File: src/rtl/shift_seq8.sv
// Multi-pass 8-bit shifter/rotator (LSL/LSR/ASR/ROR) doing up to 3 bit positions per SHIFT cycle.
// Latency: done pulses ceil(shamt/3)+1 cycles after start is sampled; shamt=0 goes straight to DONE.
// Backpressure: no queuing; start is ignored while busy, and only an idle block accepts a new request.
module shift_seq8 (
    input  logic       clk,
    input  logic       reset_n,
    input  logic       start,
    input  logic [1:0] op,
    input  logic [7:0] d_in,
    input  logic [2:0] shamt,
    output logic       busy,
    output logic       done,
    output logic [7:0] d_out
);

    typedef enum logic [1:0] {
        S_IDLE  = 2'd0,
        S_SHIFT = 2'd1,
        S_DONE  = 2'd2
    } state_t;

    localparam logic [1:0] OP_LSL = 2'b00;
    localparam logic [1:0] OP_LSR = 2'b01;
    localparam logic [1:0] OP_ASR = 2'b10;
    localparam logic [1:0] OP_ROR = 2'b11;

    state_t     r_state;
    state_t     w_state_nxt;
    logic [7:0] r_work;
    logic [2:0] r_rem;
    logic [1:0] r_op;
    logic [7:0] r_result;

    logic [1:0] w_step;
    logic [2:0] w_rem_nxt;
    logic [7:0] w_shifted;

    // Per-pass step: a full 3 while at least 3 remain, otherwise whatever is left.
    always_comb begin
        w_step    = (r_rem >= 3'd3) ? 2'd3 : r_rem[1:0];
        w_rem_nxt = r_rem - {1'b0, w_step};
    end

    // One pass of the selected operation by w_step bit positions.
    always_comb begin
        w_shifted = r_work;
        case (r_op)
            OP_LSL:  w_shifted = r_work << w_step;
            OP_LSR:  w_shifted = r_work >> w_step;
            OP_ASR:  w_shifted = $signed(r_work) >>> w_step;
            OP_ROR:  w_shifted = (r_work >> w_step) | (r_work << (4'd8 - {2'b00, w_step}));
            default: w_shifted = r_work;
        endcase
    end

    // State register.
    always_ff @(posedge clk or negedge reset_n) begin
        if (!reset_n) begin
            r_state <= S_IDLE;
        end else begin
            r_state <= w_state_nxt;
        end
    end

    // Next-state decode and status outputs.
    always_comb begin
        w_state_nxt = r_state;
        busy        = 1'b0;
        done        = 1'b0;
        case (r_state)
            S_IDLE: begin
                if (start) begin
                    w_state_nxt = (shamt != 3'd0) ? S_SHIFT : S_DONE;
                end
            end
            S_SHIFT: begin
                busy = 1'b1;
                if (w_rem_nxt == 3'd0) begin
                    w_state_nxt = S_DONE;
                end
            end
            S_DONE: begin
                busy        = 1'b1;
                done        = 1'b1;
                w_state_nxt = S_IDLE;
            end
            default: begin
                w_state_nxt = S_IDLE;
            end
        endcase
    end

    // Operand capture, per-pass update, and result load on the edge that enters DONE.
    always_ff @(posedge clk or negedge reset_n) begin
        if (!reset_n) begin
            r_work   <= 8'h00;
            r_rem    <= 3'd0;
            r_op     <= 2'b00;
            r_result <= 8'h00;
        end else begin
            case (r_state)
                S_IDLE: begin
                    if (start) begin
                        r_work <= d_in;
                        r_rem  <= shamt;
                        r_op   <= op;
                        // Zero shift bypasses SHIFT, so the operand is already the result.
                        if (shamt == 3'd0) begin
                            r_result <= d_in;
                        end
                    end
                end
                S_SHIFT: begin
                    r_work <= w_shifted;
                    r_rem  <= w_rem_nxt;
                    if (w_rem_nxt == 3'd0) begin
                        r_result <= w_shifted;
                    end
                end
                default: begin
                end
            endcase
        end
    end

    assign d_out = r_result;

endmodule

File: config.mk
export PLATFORM = sky130hd
export DESIGN_NAME = shift_seq8
export DESIGN_NICKNAME = d
export VERILOG_FILES = /design/src/rtl/shift_seq8.sv
export SDC_FILE = /design/constraint.sdc
export NUM_CORES = 1
export LEC_CHECK = 0
export ABC_AREA = 1
export BUFFER_PORTS_ARGS = -buffer_cell sky130_fd_sc_hd__buf_4
export CAP_MARGIN = 25
export CELL_PAD_IN_SITES_DETAIL_PLACEMENT = 1
export CELL_PAD_IN_SITES_GLOBAL_PLACEMENT = 2
export CORE_AREA = 2 2 73 75
export CTS_BUF_LIST = sky130_fd_sc_hd__clkbuf_8
export DETAILED_ROUTE_END_ITERATION = 10
export DIE_AREA = 0 0 75 77
export PLACE_DENSITY = 0.92
export SLEW_MARGIN = 20
export SYNTH_ARGS = -nofsm -noshare
export SYNTH_HDL_FRONTEND = slang
export SYNTH_SLANG_ARGS = --single-unit
File: constraint.sdc
create_clock -name clk -period 3 [get_ports clk]
set_clock_uncertainty 0.1 [all_clocks]
set_input_delay 0.45 -clock clk [delete_from_list [all_inputs] [get_ports clk]]
set_output_delay 0.45 -clock clk [all_outputs]
set_load 0.05 [all_outputs]
==> results.toml <==
[status]
status = "complete, no violations"

[timing]
setup_violations = 0
slew_viol_final = 0
setup_tns_ns = 0
finalHoldViolCount = 0
tightest_slew_ns = 0.6287
worst_slack_ns = 0.6595
fin_crit_ns = 2.340
slew_headroom = 0.5764
rsz0062_at_grt = "no"
fmax_mhz = 427.3
fin_crit_sh = 0.7802

[global_routing]
antenna_found_initial = 0
gr-usage-met3 = 0.02760
met1_usage = 0.2432
gr-usage-met2 = 0.2702
overflow = 0
top_usage_layer = "met2"
grt_pass1_vias = 1660
track_usage = 0.1716
grt_pass1_wl_mm = 7.797
grt_max_degree = 24

[critical_path]
cp.required_ns = 3.05
slowest_delay_ns = 0.50
crit_path_end_kind = "flip-flop"
cp_common_cell = "inv_2"
cp.arrival_ns = 2.39
rr_worst_depth = 9
crit_slowest_cell = "ha_1"
path_class = "reg2reg"
crit_chain = "inv_1 > ha_1 > inv_2 > o21ai_2 > inv_2 > nor3_4 > inv_2 > nand2_1 > o21ai_1"
start_kind = "flip-flop"
crit_path_max_fanout = 16

[yosys]
synth.distinct_cells = 29
synth_top_cells_by_count = "nand2_1 (88), dfrtp_1 (23), inv_1 (23), nor2_1 (22), nand3_1 (21)"
synth-edff-count = 0
yosysMostFrequentCell = "nand2_1"
synth.largest_area_cell = "dfrtp_1"
seq_area_frac_synth = 0.3536
synth_area_um2 = 1628
syn_area_per_cell_um2 = 6.617
yosys.area.top_type_share = 0.3536
ys.flop_type = "dfrtp_1"
synth_fp_nets = 267
synth_warnings = 0
async_flop_share = 1.000
ys_top_cells_by_area = "dfrtp_1 (35%), nand2_1 (20%), nand3_1 (6.5%)"
ys_ff_latch = 23
netlist_instances = 246

[placement]
dp.cells = 336
dp_hpwl_mm = 3.626
port_buffers = 25
gp_congestion = 0.8045
dp_slack_ns = 0.6295

[clock_network]
clk_latency_ns = 0.27
clock_path_buffers = 2
post_cts_resize_count = 0
numCtsBuffers = 3
cts_sinks = 23
root_buffer = "clkbuf_8"
clk_pin_slew_ns = 0.08
tritoncts = "yes"
cts.htree.levels = 1

[cells_and_area]
fin_nets = 293
fillers = 666
drive_above_1_share = 0.1587
final_util = 0.3866
areaGrowthSynthToFinish_pct = 18.22
final_cells = 341
multi_input_area_um2 = 908.4
diodes = 0
ff_latch_area_um2 = 575.6

[detailed_routing]
firstDrtPassIters = 4
drtIter0Drc = 67
vias_per_cell = 4.686
drc = 0
vias = 1598
wl_per_cell_um = 13.12
ant_nets = 0
finalWirelength_mm = 4.475

[floorplan]
initial_core_util = 0.3270
chipHeight_um = 77
dieArea_um2 = 5775
ios = 26
die-width_um = 75
fp.coreArea_um2 = 4977
std_cell_rows = 26

[min_path]
hold_depth = 3
hold_class = "in2reg"

[job]
drv_cap = 0
==> metrics by stage <==
stage	cell area [µm²]	hold WS, ns
after floorplan	1628	0.05441
after global placement	1868	0.2648
final	1924	0.3238
after CTS	1924	0.3234
after detailed placement	1868	0.2695
after global routing	1924	0.3534
==> final cells by class <==
cell class,count,share of cell area
tap,70,0.04551
inverter,27,0.05267
clock buffer,3,0.02146
timing repair buffer,27,0.1066
clock inverter,1,0.002601
multi-input combinational,190,0.4720
sequential,23,0.2991
==> worst max-delay path, delay by kind of cell (launching register included) <==
kind / cells / cell delay [ns]
AO/OA/AOI/OAI: 2 / 0.26
adder cells (fa/ha/maj): 1 / 0.50
buffers and inverters: 4 / 0.57
flip-flops: 1 / 0.41
AND/OR/NAND/NOR: 2 / 0.37
==> layout by cell type (no fill, tap or decap), drive strengths merged <==
master and n:
nand4 2, a31oi 1, buf 26, o21ai 24, dfrtp 23, inv 27
clkinv 1, nand2 90, nand3 21, o211ai 5, nor3 2, dlygate4sd3 1
clkbuf 3, nor2 24, o22ai 1, a22oi 1, a21oi 9, o21a 1
or2 4, ha 5
==> state kept, by name, indices dropped and copies added (netlist names) <==
register	count
d_out	8
r_work	8
r_op	2
r_rem	3
r_state	2
==> final timing paths <==
path,start,endpoint,slack [ns]
setup / recovery,r_state[1]$_DFFE_PN0P_,d_out[2]$_DFFE_PN0P_,0.66
hold / removal,op[1],r_op[1]$_DFFE_PN0P_,0.32
setup reg to reg,r_state[1]$_DFFE_PN0P_,d_out[2]$_DFFE_PN0P_,0.66
hold reg to reg,r_work[5]$_DFFE_PN0P_,r_work[5]$_DFFE_PN0P_,0.39
max in group asynchronous,reset_n,r_work[4]$_DFFE_PN0P_,2.03
min in group asynchronous,reset_n,r_state[1]$_DFFE_PN0P_,0.53
==> routing by layer <==
metal,share of wire,vias up
met4,0.012,0
met2,0.48,18
met1,0.48,730
met5,0,-
met3,0.025,7
li1,-,843
==> kinds of logic (layout without fill, tap and decap cells) <==
group | count (synthesis) | after routing | share of synthesized area
and+or+nand+nor | 143 | 143 | 0.3759
AOI/OAI and AO/OA | 42 | 42 | 0.1437
buffers and inverters | 33 | 58 | 0.08839
DFF | 23 | 23 | 0.3536
adders and majority gates | 5 | 5 | 0.03843
==> timing repair <==
action / in CTS / in global routing
hold buffers: 1 / 0
buffers inserted: 0 / 0
hold endpoints to repair: 23 / 0
Power is left out: the tool's default activity adds up to more than one toggle a clock period on the data nets, which glitch-free logic cannot reach.
